$ cat src/rtl/sync_fifo_pkg.sv
// Shared constants and sizing helpers for the synchronous FIFO controller.
package sync_fifo_pkg;

  localparam int DEFAULT_DATA_WIDTH = 8;
  localparam int DEFAULT_RAM_DEEPTH = 1024;

  // Ceiling log2. Values of 0 and 1 return 0.
  function automatic int clogb2(input int value);
    int r;
    r = 0;
    for (int i = 0; i < 31; i++) begin
      if (value > (1 << i)) r = i + 1;
    end
    return r;
  endfunction

  // Pointers carry one extra MSB so that full and empty can be told apart.
  function automatic int ptr_width(input int depth);
    return clogb2(depth) + 1;
  endfunction

endpackage

$ cat src/rtl/sync_fifo_ctrl.sv
// Pointer, occupancy and flag controller driving a 1-cycle-latency dual-port RAM.
// Accept decisions use only registered flags; all flags come from next_count.
module sync_fifo_ctrl
  import sync_fifo_pkg::*;
#(
  parameter int DATA_WIDTH      = DEFAULT_DATA_WIDTH,
  parameter int RAM_DEEPTH      = DEFAULT_RAM_DEEPTH,
  parameter int ALMOST_FULL_TH  = 1020,
  parameter int ALMOST_EMPTY_TH = 4,
  localparam int ADDR_WIDTH     = clogb2(RAM_DEEPTH),
  localparam int PTR_WIDTH      = ptr_width(RAM_DEEPTH)
) (
  input  logic                  clk_i,
  input  logic                  rst_n_i,
  input  logic                  wr_en_i,
  input  logic [DATA_WIDTH-1:0] wr_data_i,
  input  logic                  rd_en_i,
  output logic [DATA_WIDTH-1:0] rd_data_o,
  output logic                  rd_valid_o,
  output logic                  full_o,
  output logic                  empty_o,
  output logic                  almost_full_o,
  output logic                  almost_empty_o,
  output logic [ADDR_WIDTH:0]   data_count_o,
  output logic                  overflow_o,
  output logic                  underflow_o,
  output logic                  ram_rst_o,
  output logic                  ram_wr_en_o,
  output logic [ADDR_WIDTH-1:0] ram_wr_addr_o,
  output logic [DATA_WIDTH-1:0] ram_wr_data_o,
  output logic                  ram_rd_en_o,
  output logic [ADDR_WIDTH-1:0] ram_rd_addr_o,
  input  logic [DATA_WIDTH-1:0] ram_rd_data_i
);

  logic [PTR_WIDTH-1:0] wr_ptr;
  logic [PTR_WIDTH-1:0] rd_ptr;
  logic [PTR_WIDTH-1:0] count;
  logic [PTR_WIDTH-1:0] next_count;
  logic                 ram_rst;
  logic                 wr_acc;
  logic                 rd_acc;

  // RAM reset asserts with rst_n_i and releases one edge after it rises.
  always_ff @(posedge clk_i or negedge rst_n_i) begin
    if (!rst_n_i) ram_rst <= 1'b1;
    else          ram_rst <= 1'b0;
  end

  assign wr_acc = wr_en_i & ~full_o & ~ram_rst;
  assign rd_acc = rd_en_i & ~empty_o & ~ram_rst;

  assign ram_rst_o     = ram_rst;
  assign ram_wr_en_o   = wr_acc;
  assign ram_wr_addr_o = wr_ptr[ADDR_WIDTH-1:0];
  assign ram_wr_data_o = wr_data_i;
  assign ram_rd_en_o   = rd_acc;
  assign ram_rd_addr_o = rd_ptr[ADDR_WIDTH-1:0];
  assign rd_data_o     = ram_rd_data_i;
  assign data_count_o  = count;

  always_comb begin
    next_count = count;
    case ({wr_acc, rd_acc})
      2'b10:   next_count = count + PTR_WIDTH'(1);
      2'b01:   next_count = count - PTR_WIDTH'(1);
      default: next_count = count;
    endcase
  end

  always_ff @(posedge clk_i or negedge rst_n_i) begin
    if (!rst_n_i) begin
      wr_ptr         <= '0;
      rd_ptr         <= '0;
      count          <= '0;
      full_o         <= 1'b0;
      empty_o        <= 1'b1;
      almost_full_o  <= 1'b0;
      almost_empty_o <= 1'b1;
      rd_valid_o     <= 1'b0;
      overflow_o     <= 1'b0;
      underflow_o    <= 1'b0;
    end else begin
      if (wr_acc) wr_ptr <= wr_ptr + PTR_WIDTH'(1);
      if (rd_acc) rd_ptr <= rd_ptr + PTR_WIDTH'(1);
      count          <= next_count;
      full_o         <= (next_count == PTR_WIDTH'(RAM_DEEPTH));
      empty_o        <= (next_count == '0);
      almost_full_o  <= (next_count >= PTR_WIDTH'(ALMOST_FULL_TH));
      almost_empty_o <= (next_count <= PTR_WIDTH'(ALMOST_EMPTY_TH));
      rd_valid_o     <= rd_acc;
      // Rejections while the RAM is still held in reset are not reported.
      overflow_o     <= wr_en_i & ~wr_acc & ~ram_rst;
      underflow_o    <= rd_en_i & ~rd_acc & ~ram_rst;
    end
  end

  a_empty_ptrs : assert property (@(posedge clk_i) disable iff (!rst_n_i)
    (count == '0) == (wr_ptr == rd_ptr));

  a_full_ptrs : assert property (@(posedge clk_i) disable iff (!rst_n_i)
    (count == PTR_WIDTH'(RAM_DEEPTH)) ==
    ((wr_ptr[ADDR_WIDTH] != rd_ptr[ADDR_WIDTH]) &&
     (wr_ptr[ADDR_WIDTH-1:0] == rd_ptr[ADDR_WIDTH-1:0])));

  a_count_ptrs : assert property (@(posedge clk_i) disable iff (!rst_n_i)
    count == PTR_WIDTH'(wr_ptr - rd_ptr));

endmodule

$ cat config.mk
export PLATFORM = sky130hd
export DESIGN_NAME = sync_fifo_ctrl
export DESIGN_NICKNAME = d
export VERILOG_FILES = /design/src/rtl/sync_fifo_pkg.sv /design/src/rtl/sync_fifo_ctrl.sv
export SDC_FILE = /design/constraint.sdc
export NUM_CORES = 1
export LEC_CHECK = 0
export ABC_AREA = 1
export BUFFER_PORTS_ARGS = -buffer_cell sky130_fd_sc_hd__buf_2
export CELL_PAD_IN_SITES_DETAIL_PLACEMENT = 0
export CELL_PAD_IN_SITES_GLOBAL_PLACEMENT = 2
export CORE_ASPECT_RATIO = 0.5
export CORE_UTILIZATION = 29
export DETAILED_ROUTE_END_ITERATION = 10
export GPL_ROUTABILITY_DRIVEN = 0
export PLACE_DENSITY_LB_ADDON = 0.1
export SLEW_MARGIN = 20
export SYNTH_ARGS = -nofsm -noshare
export SYNTH_HDL_FRONTEND = slang
export SYNTH_SLANG_ARGS = --single-unit
$ cat constraint.sdc
create_clock -name clk_i -period 3.1 [get_ports clk_i]
set_clock_uncertainty 0.1 [all_clocks]
set_input_delay 0.465 -clock clk_i [delete_from_list [all_inputs] [get_ports clk_i]]
set_output_delay 0.465 -clock clk_i [all_outputs]
set_load 0.01 [all_outputs]
==> flow_metrics.env, run 1 <==
export IMPL_rr_startpoint="ram_rst_o$_DFF_PN1_"
export IMPL_grt_pass1_vias=1972
export IMPL_syn_area_mm2=0.00244
export IMPL_cp_start_kind="register"
export IMPL_cts_buffers=5
export IMPL_final_cell_area_mm2=0.00282
export IMPL_ys_ff_latch=39
export IMPL_end_kind="register"
export IMPL_placed_area_mm2=0.00268
export IMPL_yosysTopAreaCellShare=0.369
export IMPL_cp_max_fo=12
export IMPL_path_class="register to register"
export IMPL_htreeDepth=2
export IMPL_die_w_um=132
export IMPL_synth_edff_count=0
export IMPL_ff2ff_path_depth=17
export IMPL_final_min_clock_period_ns=2.65
export IMPL_clock_latency_ns=0.28
export IMPL_syn_nets=327
export IMPL_total_power_w=0.00252
export IMPL_required_ns=3.21
export IMPL_yosys_area_top_type="dfrtp_1"
export IMPL_tns_ns=0
export IMPL_grt_usage=0.146
export IMPL_synthDistinctLibCells=33
export IMPL_die_h_um=66.9
export IMPL_ant_nets=0
export IMPL_fmaxAchievable_ghz=0.377
export IMPL_grt_start_max_net_pins=40
export IMPL_via_per_inst=4.36
export IMPL_cts_setup_buffers=0
export IMPL_worst_slew_pin_slew_ns=0.884
export IMPL_rsz0062_at_grt="false"
export IMPL_cts_hold_buf=0
export IMPL_totalWireLength_um=5870
export IMPL_portBuffers=44
export IMPL_drc_errors=0
export IMPL_syn_avg_cell_area_um2=8.09
export IMPL_powerDensity_mw_per_mm2=894
export IMPL_dr_pass1_iters=4
export IMPL_cp_arrival_ns=2.76
export IMPL_grt_pass1_wl_um=9840
export IMPL_r2r_end="full_o$_DFF_PN0_"
export IMPL_clk_pin_slew_worst_paths_ns=0.06
export IMPL_r2r_slack_ns=0.45
export IMPL_ir_worst_vdd_v=0.000292
export IMPL_slew_violations=0
export IMPL_overflow=0
export IMPL_syn_instance_count=302
export IMPL_slew_headroom=0.410
export IMPL_seq_area_frac_synth=0.401
export IMPL_fill_cells=852
export IMPL_drt_iter0_drc=69
export IMPL_p_leak_nw=1.50
export IMPL_antenna_cells=0
export IMPL_root_buffer="clkbuf_16"
export IMPL_clk_path_buf_depth=2
export IMPL_antenna_found_initial=0
export IMPL_ys_warn_count=0
export IMPL_area_growth_pct=15.5
export IMPL_die_area_mm2=0.00882
export IMPL_max_cap_violations=0
export IMPL_hpwlAfterDp_um=4680
export IMPL_async_flop_share=1.00
export IMPL_cts_sinks=39
export IMPL_yosys_top_cells_area="dfrtp_1 37%, nand2_1 12%, xor2_1 5.7%"
export IMPL_wl_per_cell_um=13.0
export IMPL_row_count=23
export IMPL_core_area_mm2=0.00809
export IMPL_num_io_pins=77
export IMPL_layout_nets=364
export IMPL_vias=1969
export IMPL_drive_above_1_share=0.279
export IMPL_setup_viol=0
export IMPL_cts_tree="done"
export IMPL_min_period_over_period=0.856
export IMPL_yosys_most_used_dff="dfrtp_1"
export IMPL_start_util=0.302
export IMPL_status="completed"
export IMPL_hold_class="input port to asynchronous set/reset pin"
export IMPL_hold_violations=0
export IMPL_cts_resized=0
## state kept, by name, indices dropped and copies added, names as in the netlist
| signal | cells |
|---|---|
| rd_valid_o | 1 |
| rd_ptr | 10 |
| empty_o | 1 |
| almost_full_o | 1 |
| almost_empty_o | 1 |
| underflow_o | 1 |
| wr_ptr | 10 |
| ram_rst_o | 1 |
| full_o | 1 |
| overflow_o | 1 |
| data_count_o | 11 |
## report_power, final
group          leakage [nW]  total, W  internal, W  switching [W]
logic                 0.964   0.00111     0.000418       0.000696
registers             0.461  0.000907     0.000693       0.000214
clock network        0.0708  0.000501     0.000298       0.000203
## synth_stat cells (5+ instances only)
master,count
nor2_2,6
nand4_1,7
xor2_1,16
nor2_1,22
nand3_1,22
nand3_2,6
nor3_1,5
buf_4,16
dfrtp_1,36
ha_1,5
xnor2_1,5
inv_1,36
nand2_1,77
nand2_2,7
## placed cells by master, fill, tap and decap left out, types with 2 or more instances in the layout
| cell type | n |
|---|---|
| nand2_1 | 77 |
| buf_2 | 44 |
| inv_1 | 36 |
| dfrtp_1 | 36 |
| nand3_1 | 22 |
| nor2_1 | 22 |
| xor2_1 | 16 |
| nand2_2 | 7 |
| nand4_1 | 7 |
| nor2_2 | 6 |
| nand3_2 | 6 |
| buf_4 | 6 |
| xnor2_1 | 5 |
| nor3_1 | 5 |
| ha_1 | 5 |
| clkbuf_16 | 5 |
| nor2_4 | 4 |
| inv_2 | 4 |
| o21ai_0 | 4 |
| a21oi_1 | 3 |
| nor3_2 | 3 |
| dfstp_2 | 3 |
| nor3_4 | 2 |
| o21ai_2 | 2 |
## per-layer routing
layer / up-vias / global-route usage / share of wire
met3: 22 / 0.0282 / 0.037
met1: 909 / 0.200 / 0.53
li1: 1002 / - / -
met5: - / 0 / 0
met2: 36 / 0.226 / 0.41
met4: 0 / 0.0640 / 0.021
## cell families (layout without fill, tap and decap cells)
logic type / count (synthesis) / in the layout / synth area share
other cells: 1 / 1 / 0.00153
xor+xnor: 21 / 21 / 0.0753
simple gates: 164 / 164 / 0.336
fa+ha+maj: 5 / 5 / 0.0256
buf+inv: 60 / 98 / 0.131
compound gates: 12 / 12 / 0.0297
flops: 39 / 39 / 0.401
## how the worst max path moves through the flow
stage                              startpoint                end  slack [ns]  cells past startpoint
final                     ram_rst_o$_DFF_PN1_   full_o$_DFF_PN0_        0.45                     17
after global routing         full_o$_DFF_PN0_   full_o$_DFF_PN0_        0.17                     17
after CTS                 ram_rst_o$_DFF_PN1_   full_o$_DFF_PN0_        0.41                     17
after detailed placement              wr_en_i  empty_o$_DFF_PN1_        0.32                     19
after global placement                wr_en_i   full_o$_DFF_PN0_        0.31                     18
after floorplan                       wr_en_i  empty_o$_DFF_PN1_        0.35                     20
## cell type report
class / count / area [um^2] / share of cell area
flip-flops and latches: 39 / 980 / 0.347
multi-input cells: 203 / 1140 / 0.405
repair buffers: 50 / 265 / 0.0940
well taps: 112 / 140 / 0.0497
clock buffers: 6 / 129 / 0.0457
inverters: 40 / 150 / 0.0532
clock inverters: 2 / 13.8 / 0.00488
## critical path: stages (launching register included)
cell and delay (ns):
dfstp_2 0.63, nor3_4 0.07, inv_2 0.08, ha_1 0.20, buf_4 0.20, buf_4 0.16
nor2_2 0.05, nor2_2 0.17, nand2_1 0.09, nor2_1 0.12, nand2_1 0.08, nand2_1 0.07
nand2_1 0.05, nand3_1 0.10, nand2_1 0.11, inv_1 0.09, nand3_1 0.09, nor2_1 0.12
## per-stage QoR
| step | util | hold slack [ns] | std cells | setup slack, ns |
|---|---|---|---|---|
| 2_1_floorplan | - | 0.0694 | 302 | 0.349 |
| 3_3_place_gp | 0.331 | 0.352 | 444 | 0.311 |
| 3_5_place_dp | 0.331 | 0.361 | 444 | 0.321 |
| 4_1_cts | 0.349 | 0.257 | 452 | 0.412 |
| 5_1_grt | 0.349 | 0.285 | 452 | 0.166 |
| 6_report | 0.349 | 0.209 | 452 | 0.448 |
Note: power is estimated with default switching activity, not from simulation.
==> run 2: changes to the inputs <==
--- a/config.mk
+++ b/config.mk
@@ -10,6 +10,7 @@
 export CELL_PAD_IN_SITES_DETAIL_PLACEMENT = 0
 export CELL_PAD_IN_SITES_GLOBAL_PLACEMENT = 2
 export CORE_ASPECT_RATIO = 0.5
+export CORE_MARGIN = 2
 export CORE_UTILIZATION = 29
 export DETAILED_ROUTE_END_ITERATION = 10
 export GPL_ROUTABILITY_DRIVEN = 0
==> flow_metrics.env, run 2 (synthesis gave the netlist of run 1 again) <==
export IMPL_hold_class="input port to asynchronous set/reset pin"
export IMPL_worst_slew_pin_slew_ns=0.879
export IMPL_total_power_w=0.00252
export IMPL_dr_pass1_iters=4
export IMPL_r2r_slack_ns=0.32
export IMPL_fill_cells=864
export IMPL_cts_tree="done"
export IMPL_multi_input_area_mm2=0.00114
export IMPL_slew_headroom=0.414
export IMPL_portBuffers=44
export IMPL_ant_nets=0
export IMPL_grt_pass1_wl_um=9890
export IMPL_overflow=0
export IMPL_cp_slowest_cell="dfrtp_1"
export IMPL_drt_iter0_drc=118
export IMPL_hold_violations=0
export IMPL_start_util=0.302
export IMPL_core_area_mm2=0.00809
export IMPL_fmaxAchievable_ghz=0.359
export IMPL_cp_arrival_ns=2.88
export IMPL_cp_max_fo=16
export IMPL_setup_slack_ns=0.317
export IMPL_max_cap_violations=0
export IMPL_setup_viol=0
export IMPL_ir_worst_vdd_v=0.000352
export IMPL_htreeDepth=2
export IMPL_grt_usage=0.139
export IMPL_clk_path_buf_depth=2
export IMPL_min_period_over_period=0.898
export IMPL_final_min_clock_period_ns=2.78
export IMPL_pre_cts_slack_ns=0.223
export IMPL_tns_ns=0
export IMPL_final_common_cell="nand2_1"
export IMPL_drc_errors=0
export IMPL_area_growth_pct=15.5
export IMPL_grt_start_max_net_pins=40
export IMPL_crit_family="simple AND/OR/NAND/NOR gates"
export IMPL_cp_start_kind="register"
export IMPL_clock_latency_ns=0.27
export IMPL_antenna_found_initial=0
export IMPL_cts_setup_buffers=0
export IMPL_rr_startpoint="full_o$_DFF_PN0_"
export IMPL_hpwlAfterDp_um=4690
export IMPL_crit_top_cell="nand2_1"
export IMPL_fin_util=0.349
export IMPL_slew_violations=0
export IMPL_largest_reg_flops=11
export IMPL_grt_pass1_vias=1914
export IMPL_drive_above_1_share=0.274
export IMPL_cts_resized=0
export IMPL_die_w_um=134
export IMPL_clk_pin_slew_worst_paths_ns=0.06
export IMPL_required_ns=3.20
export IMPL_antenna_cells=0
export IMPL_end_kind="register"
export IMPL_row_count=23
export IMPL_final_cell_mix="77 x nand2_1, 44 x buf_2, 36 x inv_1, 36 x dfrtp_1"
export IMPL_p_leak_nw=1.49
export IMPL_regArea_um2=980
export IMPL_cts_hold_buf=0
export IMPL_via_per_inst=4.29
export IMPL_ff2ff_path_depth=18
export IMPL_vias=1935
export IMPL_critPathBufInv=3
export IMPL_path_class="register to register"
export IMPL_die_h_um=68.9
export IMPL_root_buffer="clkbuf_16"
export IMPL_cts_buffers=5
export IMPL_die_area_mm2=0.00922
export IMPL_wl_per_cell_um=13.5
export IMPL_final_cell_area_mm2=0.00282
export IMPL_rsz0062_at_grt="false"
export IMPL_crit_chain="nor3_4, inv_2, ha_1, buf_12, nor2_2, nor2_4, ha_1, inv_1, nand2_1, nand3_2, nand3_2, nand2_1, nand2_1, nand3_1, nand2_2, nor3_2, nand3_1, nor2_1"
export IMPL_slowest_delay_ns=0.40
export IMPL_status="completed"
export IMPL_placed_area_mm2=0.00268
export IMPL_layout_nets=363
export IMPL_powerDensity_mw_per_mm2=894
export IMPL_r2r_end="full_o$_DFF_PN0_"
export IMPL_cts_sinks=39
export IMPL_totalWireLength_um=6080
export IMPL_num_io_pins=77
-- run 2: cell count changes in the layout (fill, tap and decap cells not counted) --
| cell | before | now |
|---|---|---|
| buf_4 | 6 | 4 |
| clkinv_4 | 1 | 0 |
| clkbuf_1 | 1 | 2 |
| buf_12 | 0 | 1 |
-- run 2: where the power goes --
| part | internal [W] | switching [W] |
|---|---|---|
| combinational | 0.000418 | 0.000707 |
| sequential | 0.000693 | 0.000220 |
| clock | 0.000297 | 0.000187 |
-- run 2: worst reg2reg max path, stage by stage (launching register included) --
cell     delay (ns)
dfrtp_1        0.40
nor3_4         0.22
inv_2          0.08
ha_1           0.25
buf_12         0.17
nor2_2         0.15
nor2_4         0.06
ha_1           0.17
inv_1          0.05
nand2_1        0.08
nand3_2        0.11
nand3_2        0.11
nand2_1        0.09
nand2_1        0.05
nand3_1        0.11
nand2_2        0.09
nor3_2         0.13
nand3_1        0.13
nor2_1         0.16
-- run 2: area by class of cell --
| class | count | share of cell area |
|---|---|---|
| clock buffers | 7 | 0.0470 |
| inverters | 40 | 0.0532 |
| repair buffers | 49 | 0.0958 |
| well taps | 112 | 0.0497 |
| clock inverters | 1 | 0.00177 |
| multi-input cells | 203 | 0.405 |
| flip-flops and latches | 39 | 0.347 |
-- run 2: worst max-delay path by stage --
stage	start	endpoint	slack, ns	depth (start not counted)
after floorplan	wr_en_i	empty_o$_DFF_PN1_	0.35	20
after global placement	wr_en_i	full_o$_DFF_PN0_	0.23	20
after detailed placement	wr_en_i	full_o$_DFF_PN0_	0.22	20
after CTS	full_o$_DFF_PN0_	full_o$_DFF_PN0_	0.33	18
after global routing	full_o$_DFF_PN0_	full_o$_DFF_PN0_	0.09	18
final	full_o$_DFF_PN0_	full_o$_DFF_PN0_	0.32	18
-- run 2: metal layers --
metal	share of wire	vias to the layer above	GRT usage
li1	-	993	-
met1	0.54	901	0.207
met2	0.40	27	0.203
met3	0.041	14	0.0307
met4	0.012	0	0.0386
met5	0	-	0
-- run 2: metrics by stage --
stage	cells	hold WS [ns]
finish	451	0.213
global route	451	0.275
CTS	451	0.253
detailed placement	443	0.355
global placement	443	0.351
floorplan	302	0.0694
